**src/rtl/seq_chunk_adder_if.sv**
```systemverilog
// Handshake/operand/result bundle for seq_chunk_adder.
// Optional SAT input exists only when SEQ_CHUNK_ADDER_SAT_EN is defined.
interface seq_chunk_adder_if #(
  parameter int unsigned WIDTH = 32
);
  logic             in_valid;
  logic             in_ready;
  logic [WIDTH-1:0] a;
  logic [WIDTH-1:0] b;
  logic             sub;
  logic             cin;
`ifdef SEQ_CHUNK_ADDER_SAT_EN
  logic             sat;
`endif
  logic             out_valid;
  logic             out_ready;
  logic [WIDTH-1:0] s;
  logic             cout;
  logic             ovf;
  logic             zero;
  logic             busy;

  // Producer/consumer side (testbench or upstream datapath)
  modport master (
`ifdef SEQ_CHUNK_ADDER_SAT_EN
    output sat,
`endif
    output in_valid, a, b, sub, cin, out_ready,
    input  in_ready, out_valid, s, cout, ovf, zero, busy
  );

  // Adder side
  modport slave (
`ifdef SEQ_CHUNK_ADDER_SAT_EN
    input  sat,
`endif
    input  in_valid, a, b, sub, cin, out_ready,
    output in_ready, out_valid, s, cout, ovf, zero, busy
  );
endinterface

```
**src/rtl/seq_chunk_adder.sv**
```systemverilog
// Multi-cycle adder/subtractor: adds CHUNK bits per clock LSB-first, carry
// held in a register between slices. WIDTH must be a multiple of CHUNK.
// Optional signed saturation: define SEQ_CHUNK_ADDER_SAT_EN.
module seq_chunk_adder #(
  parameter int unsigned WIDTH = 32,
  parameter int unsigned CHUNK = 8
) (
  input logic              i_clk,
  input logic              i_rst_n,
  seq_chunk_adder_if.slave bus
);

  localparam int unsigned NCHUNK = WIDTH / CHUNK;
  localparam int unsigned KW     = (NCHUNK > 1) ? $clog2(NCHUNK) : 1;

  typedef enum logic [1:0] {S_IDLE, S_RUN, S_DONE} state_t;

  state_t                         r_state, w_state_n;
  logic [NCHUNK-1:0][CHUNK-1:0]   r_a, w_a_n;
  logic [NCHUNK-1:0][CHUNK-1:0]   r_b, w_b_n;
  logic [NCHUNK-1:0][CHUNK-1:0]   r_s, w_s_n;
  logic                           r_carry, w_carry_n;
  logic [KW-1:0]                  r_k, w_k_n;
  logic                           r_cout, w_cout_n;
  logic                           r_ovf, w_ovf_n;
  logic                           r_zero, w_zero_n;
  logic                           r_out_valid, w_out_valid_n;
  logic                           r_busy, w_busy_n;
`ifdef SEQ_CHUNK_ADDER_SAT_EN
  logic                           r_sat, w_sat_n;
`endif

  logic                           w_in_ready_c;
  logic                           w_accept;
  logic [CHUNK:0]                 w_sum;
  logic                           w_msb_cin;
  logic                           w_ovf;
  logic [NCHUNK-1:0][CHUNK-1:0]   w_s_upd;
  logic [NCHUNK-1:0][CHUNK-1:0]   w_s_fin;

  // Ready only when idle or when the held result retires this cycle
  assign w_in_ready_c = i_rst_n &&
                        ((r_state == S_IDLE) || ((r_state == S_DONE) && bus.out_ready));
  assign w_accept     = bus.in_valid && w_in_ready_c;

  // Next-state and datapath next values
  always_comb begin
    w_state_n     = r_state;
    w_a_n         = r_a;
    w_b_n         = r_b;
    w_s_n         = r_s;
    w_carry_n     = r_carry;
    w_k_n         = r_k;
    w_cout_n      = r_cout;
    w_ovf_n       = r_ovf;
    w_zero_n      = r_zero;
    w_out_valid_n = r_out_valid;
`ifdef SEQ_CHUNK_ADDER_SAT_EN
    w_sat_n       = r_sat;
`endif

    // Current slice; on the last slice this is the MSB slice
    w_sum     = {1'b0, r_a[r_k]} + {1'b0, r_b[r_k]} + (CHUNK+1)'(r_carry);
    w_s_upd   = r_s;
    w_s_upd[r_k] = w_sum[CHUNK-1:0];
    w_msb_cin = r_a[NCHUNK-1][CHUNK-1] ^ r_b[NCHUNK-1][CHUNK-1] ^ w_sum[CHUNK-1];
    w_ovf     = w_msb_cin ^ w_sum[CHUNK];
`ifdef SEQ_CHUNK_ADDER_SAT_EN
    // Overflow implies equal operand signs, so A's MSB picks the clamp direction
    if (r_sat && w_ovf)
      w_s_fin = {r_a[NCHUNK-1][CHUNK-1], {(WIDTH-1){~r_a[NCHUNK-1][CHUNK-1]}}};
    else
      w_s_fin = w_s_upd;
`else
    w_s_fin   = w_s_upd;
`endif

    case (r_state)
      S_IDLE: ;
      S_RUN: begin
        w_carry_n = w_sum[CHUNK];
        w_k_n     = r_k + KW'(1);
        w_s_n     = w_s_upd;
        if (r_k == KW'(NCHUNK-1)) begin
          w_s_n         = w_s_fin;
          w_cout_n      = w_sum[CHUNK];
          w_ovf_n       = w_ovf;
          w_zero_n      = (w_s_fin == '0);
          w_out_valid_n = 1'b1;
          w_state_n     = S_DONE;
        end
      end
      S_DONE: begin
        if (bus.out_ready) begin
          w_out_valid_n = 1'b0;
          w_state_n     = S_IDLE;
        end
      end
      default: w_state_n = S_IDLE;
    endcase

    // Accept overrides IDLE and retiring DONE; subtraction is A + ~B + ~borrow
    if (w_accept) begin
      w_a_n         = bus.a;
      w_b_n         = bus.sub ? ~bus.b : bus.b;
      w_carry_n     = bus.cin ^ bus.sub;
      w_k_n         = '0;
      w_out_valid_n = 1'b0;
      w_state_n     = S_RUN;
`ifdef SEQ_CHUNK_ADDER_SAT_EN
      w_sat_n       = bus.sat;
`endif
    end

    w_busy_n = (w_state_n != S_IDLE);
  end

  // State and datapath registers
  always_ff @(posedge i_clk or negedge i_rst_n) begin
    if (!i_rst_n) begin
      r_state     <= S_IDLE;
      r_a         <= '0;
      r_b         <= '0;
      r_s         <= '0;
      r_carry     <= 1'b0;
      r_k         <= '0;
      r_cout      <= 1'b0;
      r_ovf       <= 1'b0;
      r_zero      <= 1'b0;
      r_out_valid <= 1'b0;
      r_busy      <= 1'b0;
`ifdef SEQ_CHUNK_ADDER_SAT_EN
      r_sat       <= 1'b0;
`endif
    end else begin
      r_state     <= w_state_n;
      r_a         <= w_a_n;
      r_b         <= w_b_n;
      r_s         <= w_s_n;
      r_carry     <= w_carry_n;
      r_k         <= w_k_n;
      r_cout      <= w_cout_n;
      r_ovf       <= w_ovf_n;
      r_zero      <= w_zero_n;
      r_out_valid <= w_out_valid_n;
      r_busy      <= w_busy_n;
`ifdef SEQ_CHUNK_ADDER_SAT_EN
      r_sat       <= w_sat_n;
`endif
    end
  end

  assign bus.in_ready  = w_in_ready_c;
  assign bus.out_valid = r_out_valid;
  assign bus.s         = r_s;
  assign bus.cout      = r_cout;
  assign bus.ovf       = r_ovf;
  assign bus.zero      = r_zero;
  assign bus.busy      = r_busy;

endmodule

```
**src/flat_wrapper.sv**
```systemverilog
// flat-port wrapper written by rule: the top's interface ports become plain ports
module seq_chunk_adder_flat 
#(
  parameter int unsigned WIDTH = 32,
  parameter int unsigned CHUNK = 8
)
  (i_clk, i_rst_n, bus_in_valid, bus_a, bus_b, bus_sub, bus_cin, bus_out_ready, bus_in_ready, bus_out_valid, bus_s, bus_cout, bus_ovf, bus_zero, bus_busy);
  seq_chunk_adder_if #(.WIDTH(WIDTH)) bus_i ();
  input logic i_clk;
  input logic i_rst_n;
  input wire logic [$bits(bus_i.in_valid)-1:0] bus_in_valid;
  input wire logic [$bits(bus_i.a)-1:0] bus_a;
  input wire logic [$bits(bus_i.b)-1:0] bus_b;
  input wire logic [$bits(bus_i.sub)-1:0] bus_sub;
  input wire logic [$bits(bus_i.cin)-1:0] bus_cin;
  input wire logic [$bits(bus_i.out_ready)-1:0] bus_out_ready;
  output wire logic [$bits(bus_i.in_ready)-1:0] bus_in_ready;
  output wire logic [$bits(bus_i.out_valid)-1:0] bus_out_valid;
  output wire logic [$bits(bus_i.s)-1:0] bus_s;
  output wire logic [$bits(bus_i.cout)-1:0] bus_cout;
  output wire logic [$bits(bus_i.ovf)-1:0] bus_ovf;
  output wire logic [$bits(bus_i.zero)-1:0] bus_zero;
  output wire logic [$bits(bus_i.busy)-1:0] bus_busy;
  assign bus_i.in_valid = bus_in_valid;
  assign bus_i.a = bus_a;
  assign bus_i.b = bus_b;
  assign bus_i.sub = bus_sub;
  assign bus_i.cin = bus_cin;
  assign bus_i.out_ready = bus_out_ready;
  assign bus_in_ready = bus_i.in_ready;
  assign bus_out_valid = bus_i.out_valid;
  assign bus_s = bus_i.s;
  assign bus_cout = bus_i.cout;
  assign bus_ovf = bus_i.ovf;
  assign bus_zero = bus_i.zero;
  assign bus_busy = bus_i.busy;
  seq_chunk_adder #(.WIDTH(WIDTH), .CHUNK(CHUNK)) u_core (.i_clk(i_clk), .i_rst_n(i_rst_n), .bus(bus_i));
endmodule
```
**config.mk**
```make
export PLATFORM = sky130hd
export DESIGN_NAME = seq_chunk_adder_flat
export DESIGN_NICKNAME = d
export VERILOG_FILES = /design/src/rtl/seq_chunk_adder_if.sv /design/src/rtl/seq_chunk_adder.sv /design/src/flat_wrapper.sv
export SDC_FILE = /design/constraint.sdc
export NUM_CORES = 1
export LEC_CHECK = 0
export CORE_UTILIZATION = 35
export CTS_CLUSTER_SIZE = 28
export DETAILED_ROUTE_END_ITERATION = 6
export SLEW_MARGIN = 10
export SYNTH_ARGS = -nofsm -noshare
export SYNTH_HDL_FRONTEND = slang
export SYNTH_SLANG_ARGS = --single-unit
```
**constraint.sdc**
```tcl
create_clock -name i_clk -period 3.6 [get_ports i_clk]
set_clock_uncertainty 0.05 [all_clocks]
set_input_delay 0.9 -clock i_clk [delete_from_list [all_inputs] [get_ports i_clk]]
set_output_delay 0.9 -clock i_clk [all_outputs]
set_load 0.01 [all_outputs]
```
==> summary by stage <==
Logic synthesis
Yosys printed 0 warnings. In this run the biggest area consumer among cell types represents 50.6% of the synthesized area. Of the post-synthesis cell area, the part taken by muxes is 14.6%.

The biggest area consumer among synthesized cells is sky130_fd_sc_hd__dfrtp_1. The post-synth design cell area is 0.00524 sq mm. Of the synthesized area, sequential elements account for 50.6%.

The average cell area after synthesis is 11.2 sq um. After Yosys synthesis, and, or, nand and nor cells account for 9.22% of the synthesized area. After synthesis, the cell types taking the most area are sky130_fd_sc_hd__dfrtp_1 51%, sky130_fd_sc_hd__mux2_2 7.7%, sky130_fd_sc_hd__o21ai_0 7.0%, sky130_fd_sc_hd__mux4_2 6.9%, sky130_fd_sc_hd__xnor2_1 6.2%. Summing the areas of all compound-gate instances in the mapped netlist gives 11.7% of the synthesized area. After synthesis, the largest family of logic cells by area is multiplexers.

The synthesized design contains 106 register bits. Yosys mapped the design onto 47 distinct sky130hd cell types. The xor-xnor portion of the synthesized cell area is 7.28%. After Yosys synthesis, full adders, half adders and majority gates account for 3.39% of the synthesized area. The number of nets handed over by synthesis was 552. The gate count after technology mapping is 469.

Floorplanning
The row count is 44. The die extent in y is 124 um. The starting density of the core is 35.9%. After floorplanning, the core was sized to cover 0.0146 sq mm. The area enclosed by the die boundary is 0.0155 sq mm. The number of primary I/O pins is 108. From left edge to right edge, the die measures 124 um.

Placement
The HPWL after detailed placement is 9230 um. The post-placement cell area is 0.00652 sq mm. The final weighted congestion of routability-driven global placement is 0.958. The number of buffers added on ports is 107. The minimum setup slack after placement is 0.206 ns.

Clocking
The clock input transition at the sequential cells of the worst setup and hold paths is 0.07 ns. The number of buffers inserted during clock tree synthesis is 9. TritonCTS built the clock tree. The post-CTS setup buffer count is 0.

The number of hold buffers added after CTS was 0. CTS placed an instance of sky130_fd_sc_hd__clkbuf_16 at the clock tree root. The clock passes through at most 2 buffers.

The clock sink count is 106. The later pin in the worst-skew pair is clocked with a latency of 0.35 ns. The number of levels the H-tree was split into is 3.

Global routing
The global-route total usage across every layer is 16.6%. The via count of the first global-routing pass was 3939. For this run the aggregate overflow at the end of global routing stands at 0. The number of antenna violations at the first check in global routing came to 0. The pin count of the biggest net entering global routing is 58. The first-pass GRT wire length is 20300 um.

Layout
The finished cells cover 0.00681 sq mm. 0 antenna diodes ended up in the layout. The share of cells above drive strength 1 is 16.8%. After the last flow step, the layout net total stands at 654. Counting the fill cells in the layout gives 1306.

The library cells used most frequently in the layout, excluding fill and tap cells, are 105 x sky130_fd_sc_hd__clkdlybuf4s50_1, 105 x sky130_fd_sc_hd__dfrtp_1, 78 x sky130_fd_sc_hd__nand2_1. The area growth from synthesis to layout is 30.1%.

Critical path
Walking the worst path, the cells encountered are mux4_2 -> inv_1 -> fa_1 -> inv_1 -> fa_1 -> a211oi_2 -> nor2_1 -> xnor2_2 -> and2_1 -> nor2_1 -> a221oi_1 -> nand4_1 -> nand2_1. On the critical path the largest part of the delay comes from simple AND/OR/NAND/NOR gates. The startpoint identified for the worst register-to-register timing path is u_core.r_k[0]. The critical path is of the reg -> reg type. The endpoint identified for the worst register-to-register timing path is u_core.bus.zero.

STA classifies the critical path endpoint as a flip-flop. The delay contributed by the slowest stage of the critical path is 0.52 ns. Tracing the worst setup path back leads to its startpoint at u_core.r_k[0].

The critical path runs through a total of 13 cells. Across all register-to-register paths, the minimum setup slack is 0.29 ns. The maximum fanout along the worst path is 6.

For this design, the slowest cell found on the critical path is sky130_fd_sc_hd__mux4_2. Measured in cells, the most critical reg-to-reg path has a length of 13. The capturing element of the worst setup path is u_core.bus.zero. The signal arrival time at the worst endpoint is 3.56 ns.

The worst setup path is launched from a flip-flop. The required time of the critical path is 3.84 ns. The worst path buffer plus inverter count is 2.

Power and ir drop
In this run switching power makes up 44.0% of total power. Per report_power, the clock group accounts for 12.4% of the total. After layout, the design draws a total of 0.00784 W. Of the total power, combinational logic draws 59.3%. Per report_power, the sequential group accounts for 28.3% of the total. VDD sags by at most 0.000758 V. The static power due to leakage is 2.85 nW. Summed over all nets, the switching power comes to 0.00344 W. The internal power of the cells totals 0.00439 W.

The power density over cell area is 1150 mW/mm^2.

Routing
The number of nets with antenna violations after detailed routing is 0. Summed over all layers, the routed wires come to 12100 um. Using the TritonRoute via totals, the vias-per-cell ratio works out to 4.99. The count of unresolved DRC violations after routing is 0. The mean routed wirelength per cell is 15.9 um. The detailed-router iteration count before antenna repair is 5. Summing over every cut layer, the via total after detailed routing is 3794. The detailed router finished its first iteration with 232 violations.

STA
The max-slew violation total from the final report is 0. The worst path meets setup with 0.285 ns of slack. Setup violations remaining at the end of the flow were counted as 0. Setup repair after global routing left no endpoint under its margin. The time the final worst path needs with I/O delays and setup is 3.31 ns. The headroom to the max-slew limit is 40.9%. Hold timing on the final database bottoms out at a slack of 0.428 ns. The final count of hold timing violations is 0. Dividing the final minimum period by the clock period gives 92.1%.

For the pin with the worst max-slew slack, the measured transition is 0.886 ns. For this run, the top clock speed supported by timing is 0.302 GHz. Summed over all failing endpoints, the final setup total negative slack is 0 ns.

Hold path
The tightest min-delay check is of the reg -> reg type.

Job
Across the run, the number of max-cap violations was 0.

Run status
The flow ran to the end, and the final reports show no timing, DRC or antenna violations.
==> Yosys cell counts, drive strengths merged <==
cell       n
a21o       1
ha        11
o21ai     75
mux4      16
a2111oi    4
dfrtp    106
a221oi     1
nor3       6
or3        2
mux2      36
nor4       4
a41oi      1
a211oi     2
nand4      1
nand2b     1
o221ai     1
nor2      12
xnor2     40
o2111ai    2
nand3      5
or2b       1
nor2b      1
buf       11
a21oi      9
xor2       1
o211ai     1
and2       1
clkbuf    15
o21bai     1
a31oi      3
inv       15
fa         2
a32oi      1
nand2     80
==> per-stage QoR <==
stage          util [%]  std cells
2_1_floorplan         -        469
3_3_place_gp       44.7        744
3_5_place_dp       44.7        744
4_1_cts            46.7        760
5_1_grt            46.7        760
6_report           46.7        760
==> layer usage <==
layer	part of all wire, %	global-route usage (%)
met1	44	21.3
met2	49	27.3
met3	5.8	4.68
met4	1.6	4.75
met5	0	0
==> area by class of cell <==
class | instances | area [sq um] | area share [%]
sequential | 106 | 2650 | 38.9
multi-input combinational | 322 | 2430 | 35.6
timing repair buffer | 117 | 1150 | 16.9
tap | 184 | 230 | 3.38
clock buffer | 10 | 229 | 3.36
clock inverter | 6 | 67.6 | 0.992
inverter | 15 | 56.3 | 0.826
==> power groups by stage <==
| stage | clock network [W] | logic [W] | registers (W) |
|---|---|---|---|
| after detailed placement | 0 | 0.00462 | 0.00225 |
| after global routing | 0.00105 | 0.00509 | 0.00229 |
| after global placement | 0 | 0.00452 | 0.00223 |
| final | 0.000971 | 0.00465 | 0.00222 |
| after CTS | 0.000998 | 0.00463 | 0.00222 |
| after floorplan | 0 | 0.00312 | 0.00214 |
==> cells by family after synthesis <==
| logic type | count (synthesis) |
|---|---|
| and+or+nand+nor | 114 |
| muxes | 52 |
| AOI/OAI and AO/OA | 102 |
| adders and majority gates | 13 |
| DFF | 106 |
| xor gates and xnor gates | 41 |
| buffers and inverters | 41 |
==> worst min path at each step <==
stage              startpoint        endpoint  cells after the start
3_5_place_dp   u_core.r_b[18]  u_core.r_b[18]                      2
2_1_floorplan  u_core.r_b[16]  u_core.r_b[16]                      2
5_1_grt        u_core.r_b[17]  u_core.r_b[17]                      2
3_3_place_gp   u_core.r_b[17]  u_core.r_b[17]                      2
6_report       u_core.r_b[18]  u_core.r_b[18]                      2
4_1_cts        u_core.r_b[17]  u_core.r_b[17]                      2
==> tightest hold or removal path, stage by stage, from the launching register on <==
cell                      delay, ns
sky130_fd_sc_hd__dfrtp_1       0.34
sky130_fd_sc_hd__nand2_1       0.05
sky130_fd_sc_hd__o21ai_0       0.06
==> flip-flops by register name (all words and copies together) (netlist names) <==
signal,flops
u_core.r_a,32
u_core.bus.busy,1
u_core.r_carry,1
u_core.bus.ovf,1
u_core.r_k,2
u_core.r_b,32
u_core.bus.out_valid,1
u_core.bus.s,32
u_core.bus.zero,1
u_core.r_state,2
u_core.bus.cout,1
==> repair_timing <==
action | 4_1_cts | 5_1_grt
gates resized for setup | 0 | 1
setup endpoints to repair | 0 | 1
endpoints found under the hold margin | 0 | 0
Power figures use the tool's default switching activity.
